--- config.mk ---
export PLATFORM = sky130hd
export DESIGN_NAME = imem_loader
export DESIGN_NICKNAME = d
export VERILOG_FILES = /design/src/rtl/imem_loader.sv
export SDC_FILE = /design/constraint.sdc
export NUM_CORES = 1
export LEC_CHECK = 0
export CORE_UTILIZATION = 35
export CTS_BUF_LIST = sky130_fd_sc_hd__clkbuf_4 sky130_fd_sc_hd__clkbuf_8 sky130_fd_sc_hd__clkbuf_16
export DETAILED_ROUTE_END_ITERATION = 7
export GPL_TIMING_DRIVEN = 0
export PLACE_DENSITY = 0.68
export SKIP_LAST_GASP = 1
export SLEW_MARGIN = 10
export SYNTH_ARGS = -nofsm -noshare
export SYNTH_HDL_FRONTEND = slang
export SYNTH_SLANG_ARGS = --single-unit
--- constraint.sdc ---
create_clock -name clk -period 17.6 [get_ports clk]
set_input_delay 3.52 -clock clk [delete_from_list [all_inputs] [get_ports clk]]
set_output_delay 3.52 -clock clk [all_outputs]
set_load 0.05 [all_outputs]
--- src/rtl/imem_loader.sv ---
// imem_loader: writer side of the instruction memory.
//
// Parses an ASCII byte stream of instruction words (WORD_SIZE characters of '0'/'1', MSB
// first, followed by one separator byte per word) and issues one memory write per word.
// It sits between a byte source (UART or bench) and the instruction memory write port, so
// the core can be programmed at run time.
//
// Parameters:
//   SIZE_WORDS  words to load before reporting done (>= 1)
//   BASE_ADDR   byte address of the first word written
//   STRICT_SEP  1: separator must be 8'h0A, otherwise error; 0: any byte is a separator
//   WORD_SIZE   instruction word width in bits (project-wide word size)
//   ADDR_SIZE   memory address width in bits (project-wide address size)
//
// Ports:
//   clk         clock, all state on posedge
//   rst         asynchronous, active-high reset
//   start       1-cycle pulse, begins a load from IDLE, DONE or ERROR
//   in_valid    byte on in_data is valid
//   in_data     ASCII byte
//   in_ready    loader accepts a byte this cycle (transfer = in_valid & in_ready)
//   mem_we      word write strobe, one cycle per word
//   mem_addr    byte address of the write (BASE_ADDR + 4*word_idx)
//   mem_wdata   assembled word
//   busy        loading (BITS/SEP/WRITE)
//   done        all SIZE_WORDS words written
//   error       malformed stream seen
//   err_char    offending byte, captured on entry to ERROR
//   word_count  words written since the last start

module imem_loader #(
    parameter int unsigned SIZE_WORDS = 17,
    parameter int unsigned BASE_ADDR  = 0,
    parameter int unsigned STRICT_SEP = 0,
    parameter int unsigned WORD_SIZE  = 32,
    parameter int unsigned ADDR_SIZE  = 32
) (
    input  logic                 clk,
    input  logic                 rst,
    input  logic                 start,
    input  logic                 in_valid,
    input  logic [7:0]           in_data,
    output logic                 in_ready,
    output logic                 mem_we,
    output logic [ADDR_SIZE-1:0] mem_addr,
    output logic [WORD_SIZE-1:0] mem_wdata,
    output logic                 busy,
    output logic                 done,
    output logic                 error,
    output logic [7:0]           err_char,
    output logic [ADDR_SIZE-1:0] word_count
);

    localparam int unsigned BIT_W = (WORD_SIZE > 1) ? $clog2(WORD_SIZE) : 1;
    localparam logic [BIT_W-1:0]     LAST_BIT  = BIT_W'(WORD_SIZE - 1);
    localparam logic [ADDR_SIZE-1:0] LAST_WORD = ADDR_SIZE'(SIZE_WORDS - 1);
    localparam logic [ADDR_SIZE-1:0] BASE      = ADDR_SIZE'(BASE_ADDR);

    typedef enum logic [2:0] {
        StIdle,
        StBits,
        StSep,
        StWrite,
        StDone,
        StError
    } state_t;

    state_t               state_q, state_d;
    logic [BIT_W-1:0]     bit_idx_q, bit_idx_d;
    logic [ADDR_SIZE-1:0] word_idx_q, word_idx_d;
    logic [WORD_SIZE-1:0] shift_q, shift_d;
    logic [ADDR_SIZE-1:0] mem_addr_q, mem_addr_d;
    logic [WORD_SIZE-1:0] mem_wdata_q, mem_wdata_d;
    logic [7:0]           err_char_q, err_char_d;
    logic [ADDR_SIZE-1:0] word_count_q, word_count_d;

    logic xfer;
    logic is_bit;

    // Ready is a pure decode of the registered state so it never combinationally
    // depends on in_valid.
    assign in_ready   = (state_q == StBits) || (state_q == StSep);
    assign xfer       = in_valid && in_ready;
    assign is_bit     = (in_data == 8'h30) || (in_data == 8'h31);

    assign mem_we     = (state_q == StWrite);
    assign busy       = (state_q == StBits) || (state_q == StSep) || (state_q == StWrite);
    assign done       = (state_q == StDone);
    assign error      = (state_q == StError);
    assign mem_addr   = mem_addr_q;
    assign mem_wdata  = mem_wdata_q;
    assign err_char   = err_char_q;
    assign word_count = word_count_q;

    always_ff @(posedge clk or posedge rst) begin
        if (rst) begin
            state_q      <= StIdle;
            bit_idx_q    <= '0;
            word_idx_q   <= '0;
            shift_q      <= '0;
            mem_addr_q   <= '0;
            mem_wdata_q  <= '0;
            err_char_q   <= '0;
            word_count_q <= '0;
        end else begin
            state_q      <= state_d;
            bit_idx_q    <= bit_idx_d;
            word_idx_q   <= word_idx_d;
            shift_q      <= shift_d;
            mem_addr_q   <= mem_addr_d;
            mem_wdata_q  <= mem_wdata_d;
            err_char_q   <= err_char_d;
            word_count_q <= word_count_d;
        end
    end

    always_comb begin
        state_d      = state_q;
        bit_idx_d    = bit_idx_q;
        word_idx_d   = word_idx_q;
        shift_d      = shift_q;
        mem_addr_d   = mem_addr_q;
        mem_wdata_d  = mem_wdata_q;
        err_char_d   = err_char_q;
        word_count_d = word_count_q;

        case (state_q)
            StIdle: begin
                if (start) begin
                    state_d      = StBits;
                    bit_idx_d    = '0;
                    word_idx_d   = '0;
                    shift_d      = '0;
                    word_count_d = '0;
                end
            end

            StBits: begin
                if (xfer) begin
                    if (is_bit) begin
                        // ASCII '0'/'1' differ only in bit 0.
                        shift_d = {shift_q[WORD_SIZE-2:0], in_data[0]};
                        if (bit_idx_q == LAST_BIT) begin
                            bit_idx_d = '0;
                            state_d   = StSep;
                        end else begin
                            bit_idx_d = bit_idx_q + 1'b1;
                        end
                    end else begin
                        err_char_d = in_data;
                        state_d    = StError;
                    end
                end
            end

            StSep: begin
                if (xfer) begin
                    if ((STRICT_SEP != 0) && (in_data != 8'h0A)) begin
                        err_char_d = in_data;
                        state_d    = StError;
                    end else begin
                        // Latch the write now so address/data are stable for the whole
                        // WRITE cycle and hold afterwards.
                        mem_addr_d  = BASE + (word_idx_q << 2);
                        mem_wdata_d = shift_q;
                        state_d     = StWrite;
                    end
                end
            end

            StWrite: begin
                word_count_d = word_count_q + 1'b1;
                word_idx_d   = word_idx_q + 1'b1;
                bit_idx_d    = '0;
                state_d      = (word_idx_q == LAST_WORD) ? StDone : StBits;
            end

            StDone, StError: begin
                if (start) begin
                    state_d      = StBits;
                    bit_idx_d    = '0;
                    word_idx_d   = '0;
                    shift_d      = '0;
                    word_count_d = '0;
                    err_char_d   = '0;
                end
            end

            default: state_d = StIdle;
        endcase
    end

endmodule
After elaboration in Yosys (flattened, before gate mapping)
Cells that the tools add are included.
- register bits after elaboration: 174
- input bits: 12
- output and inout port bits: 109
- word-level logic and storage cells: 66
- add/subtract/negate cells: 3
- eq/ne operators: 16
- mux-type cells: 22
- reduce and logical (&&, ||, !) cells: 17
- operators with widths (kind ; number):
    case mux 32 bit (2 select lines) ; 3
    two-way mux 32 bit ; 3
    adder 32 x 1 -> 32 bit, second input constant ; 2
    equality test 32 x 5 -> 1 bit, second input constant ; 1
    two-way mux 8 bit ; 3
    two-way mux 5 bit ; 4
    two-way mux 3 bit ; 6
    equality test 8 x 6 -> 1 bit, second input constant ; 2
    case mux 8 bit (2 select lines) ; 1
    AND reduction 4 bit ; 4
    case mux 5 bit (3 select lines) ; 1
    case mux 3 bit (4 select lines) ; 1
    != test 2 bit, second input constant ; 5
    equality test 3 x 2 -> 1 bit, second input constant ; 2
    equality test 3 bit, second input constant ; 2
    nonzero test 2 bit ; 3
    adder 5 x 1 -> 5 bit, second input constant ; 1
    equality test 5 bit, second input constant ; 1
    AND reduction 2 bit ; 2
    equality test 3 x 1 -> 1 bit, second input constant ; 1
    logical NOT 3 bit ; 1
    logical OR 1 bit ; 3
    != test 3 x 2 -> 1 bit, second input constant ; 1
    nonzero test 3 bit ; 1
    other kinds (4) ; 4

Depth between registers and ports, before layout
- depth in word-level cells: 5
- gate-level depth with buffers: 9
- depth with buffers taken out: 6

Worst setup path before layout
Ideal clock, no wire load.
- path kind: register -> output
- from: register state_q[1]
- to: output in_ready
- data arrival time: 1.549 ns
- required time: 14.080 ns
- path slack: 12.531 ns
- stages on the path, launching flop included: 4
- cells stage by stage: dfrtp_1 buf_2 nand2b_1 a21oi_1
- cells in the longest elaborated chain, start to end: 2
- RTL lines (element ; RTL line ; source):
    start: declaration ; 68 ; state_t state_q, state_d;
    start signal: assignment ; 97 ; state_q <= StIdle;
    start signal: assignment ; 106 ; state_q <= state_d;
    equality test 3 x 1 -> 1 bit or equality test 3 x 2 -> 1 bit (tied branches) ; 82 ; assign in_ready = (state_q == StBits) || (state_q == StSep);
    logical OR 1 bit (*) ; 82 ;
    end: declaration ; 43 ; output logic in_ready,
Every way passes the cells marked *; elsewhere a longest branch is shown, timed or not.

Final worst setup path
- from: register state_q[0]
- to: output mem_we
- cells in the longest elaborated chain, start to end: 1
- RTL lines (element ; RTL line ; source):
    equality test 3 x 2 -> 1 bit ; 86 ; assign mem_we = (state_q == StWrite);
    end: declaration ; 44 ; output logic mem_we,
Every way passes these cells.

==> impl_metrics.env <==
export IMPL_cts_sinks=174
export IMPL_layout_min_cycle_time_ns=6.06
export IMPL_path_buf_inv=4
export IMPL_cellPowerDensity_nw_per_um2=101
export IMPL_fmax_mhz=165
export IMPL_holdWs_ns=0.489
export IMPL_antenna_left=0
export IMPL_viasPerCell=5.13
export IMPL_slew_headroom_pct=23.4
export IMPL_drive_gt1_share_pct=16.1
export IMPL_p_total_mw=1.02
export IMPL_final_net_count=906
export IMPL_postCtsHoldBufs=0
export IMPL_regArea_sq_um=4350
export IMPL_post_cts_repair_setup_buffers=0
export IMPL_die_w_microns=153
export IMPL_dr_pass1_iters=8
export IMPL_status="completed"
export IMPL_cts_repair_resized=0
export IMPL_fillers=2026
export IMPL_path_clk_slew_ns=0.07
export IMPL_final_cells=1182
export IMPL_fin_skew_ns=0.0117
export IMPL_ys_seq_area_share_pct=54.8
export IMPL_grt_max_degree=105
export IMPL_final_util_pct=46.0
export IMPL_peakVddDrop_mv=0.0890
export IMPL_min_path_type="flip-flop to flip-flop"
export IMPL_end_kind="primary output"
export IMPL_syn_area_sq_um=7940
export IMPL_cap_violations=0
export IMPL_fin_crit_sh_pct=34.4
export IMPL_drt_iter0_markers=379
export IMPL_core_sq_um=22000
export IMPL_place_congestion=0.816
export IMPL_synth_edf_count=0
export IMPL_synthFlopType="dfrtp_1"
export IMPL_crit_chain="buf_4 -> nand3b_4 -> clkinv_2 -> clkbuf_1 -> clkdlybuf4s50_1"
export IMPL_syn_inst=750
export IMPL_multi_input_area_sq_um=3290
export IMPL_grt_pass1_vias=5949
export IMPL_avgSynthCellArea_sq_um=10.6
export IMPL_setup_viol=0
export IMPL_critPathSlowestCell="clkdlybuf4s50_1"
export IMPL_final_common_cell="dfrtp_1"
export IMPL_dp_cells=1150
export IMPL_vias=6063
export IMPL_rows=54
export IMPL_grt_use_total_pct=16.8
export IMPL_hold_viol_final=0
export IMPL_maxSlewViolCount=0
export IMPL_n_antenna_cell=0
export IMPL_htree_levels=4
export IMPL_routed_wl_mm=18.8
export IMPL_cp_start_kind="flip-flop"
export IMPL_path_max_fanout=10
export IMPL_hpwl_mm=13.0
export IMPL_cts_buffers=17
export IMPL_required_ns=14.08
export IMPL_slowest_delay_ns=0.90
export IMPL_dieHeight_microns=153
export IMPL_port_buffers=118
export IMPL_async_flop_share_pct=100
export IMPL_arrival_ns=2.54
export IMPL_ios=121
export IMPL_worstMarginPinSlew_ns=1.14
export IMPL_ys_warn_count=0
export IMPL_rsz0062_at_grt="no"
export IMPL_cts_root_buf="clkbuf_16"
export IMPL_postSynthRegisterBits=174
export IMPL_area_growth_pct=27.5
export IMPL_cts_tree="done"
export IMPL_crit_type="flip-flop to primary output"
export IMPL_grt_pass1_wl_mm=31.3
export IMPL_final_cell_mix="dfrtp_1 (174), nand2_1 (128), clkdlybuf4s50_1 (118)"
export IMPL_grt_overflow_total=0
export IMPL_synth_cell_type_count=55
export IMPL_critical_path_top_delay_family="buffers and inverters"
export IMPL_clk_latency_ns=0.44
export IMPL_route_detailed_drc=0
export IMPL_clk_path_buf_depth=2
export IMPL_start_util_pct=36.1
export IMPL_fin_tns_setup_ns=0
export IMPL_antenna_found_initial=0
export IMPL_dieArea_sq_um=23300
export IMPL_p_leak_nw=4.54
export IMPL_wl_per_cell_microns=15.9
[worst paths after layout]
kind,start,endpoint,slack (ns),cells after the start
worst max-delay path,state_q[0],mem_we,11.54,5
worst min-delay path,bit_idx_q[4],bit_idx_q[4],0.49,2
worst max register to register,state_q[0],mem_addr[28],15.23,5
worst min register to register,bit_idx_q[4],bit_idx_q[4],0.49,2
max in group asynchronous,rst,word_count[27],13.16,3
min in group asynchronous,rst,mem_wdata[25],3.54,2
[where the power goes]
part	internal (mW)	total [mW]	switching, mW
clock	0.195	0.386	0.191
sequential	0.416	0.426	0.0104
combinational	0.0616	0.209	0.148
[cell families after synthesis]
logic type                 synth area share, %
xor gates and xnor gates                  4.08
other                                   0.0472
adders and majority gates                0.788
buffers and inverters                     3.76
muxes                                     9.04
AOI/OAI and AO/OA                         7.40
and+or+nand+nor                           20.1
DFF                                       54.8
[metal layers]
metal | up-vias | part of all wire (%) | global-route usage, %
li1 | 2893 | - | -
met1 | 2999 | 46 | 22.1
met2 | 144 | 47 | 27.1
met3 | 27 | 4.7 | 4.01
met4 | 0 | 1.9 | 6.01
met5 | - | 0 | 0
[cell type report]
type,count,area share [%]
multi-input cells,524,32.5
clock inverters,15,1.85
well taps,280,3.46
plain buffers,39,2.42
inverters,14,0.605
clock buffers,17,4.20
repair buffers,119,11.9
flip-flops and latches,174,43.0
[flip-flops by register name (all words and copies together) (netlist names)]
signal      flops
shift_q        32
bit_idx_q       5
mem_addr       30
mem_wdata      32
err_char        8
state_q         3
word_idx_q     32
word_count     32
[synthesized netlist by cell type, types with 4 or more instances]
master	n	area [sq um]
nand3_1	18	90.1
xnor2_1	20	175
o21ai_0	53	265
nor3_1	12	60.1
dfrtp_1	174	4350
inv_1	13	48.8
a31o_2	4	35.0
nand2_1	128	480
nor2_1	63	236
a21oi_1	18	90.1
buf_2	15	75.1
a31oi_1	7	43.8
ha_1	5	62.6
a41o_1	6	60.1
and3_1	15	93.8
nand4_1	21	131
nand2b_1	4	25.0
and4_1	10	87.6
mux2_2	62	698
buf_4	5	37.5
nor4_1	13	81.3
or3_1	7	43.8
clkbuf_1	9	33.8
buf_6	8	90.1
xor2_1	17	149
[tightest hold or removal path, delay by kind of cell, from the launching register on]
family          cells  cell delay [ns]
compound gates      1             0.06
flops               1             0.35
simple gates        1             0.05
[per-stage QoR]
step / instance area (sq um) / worst slack, ns
floorplan: 7950 / 9.36
global placement: 9480 / 6.88
detailed placement: 9510 / 11.68
CTS: 10100 / 11.51
global route: 10100 / 11.40
finish: 10100 / 11.54
Power figures use the tool's default switching activity.
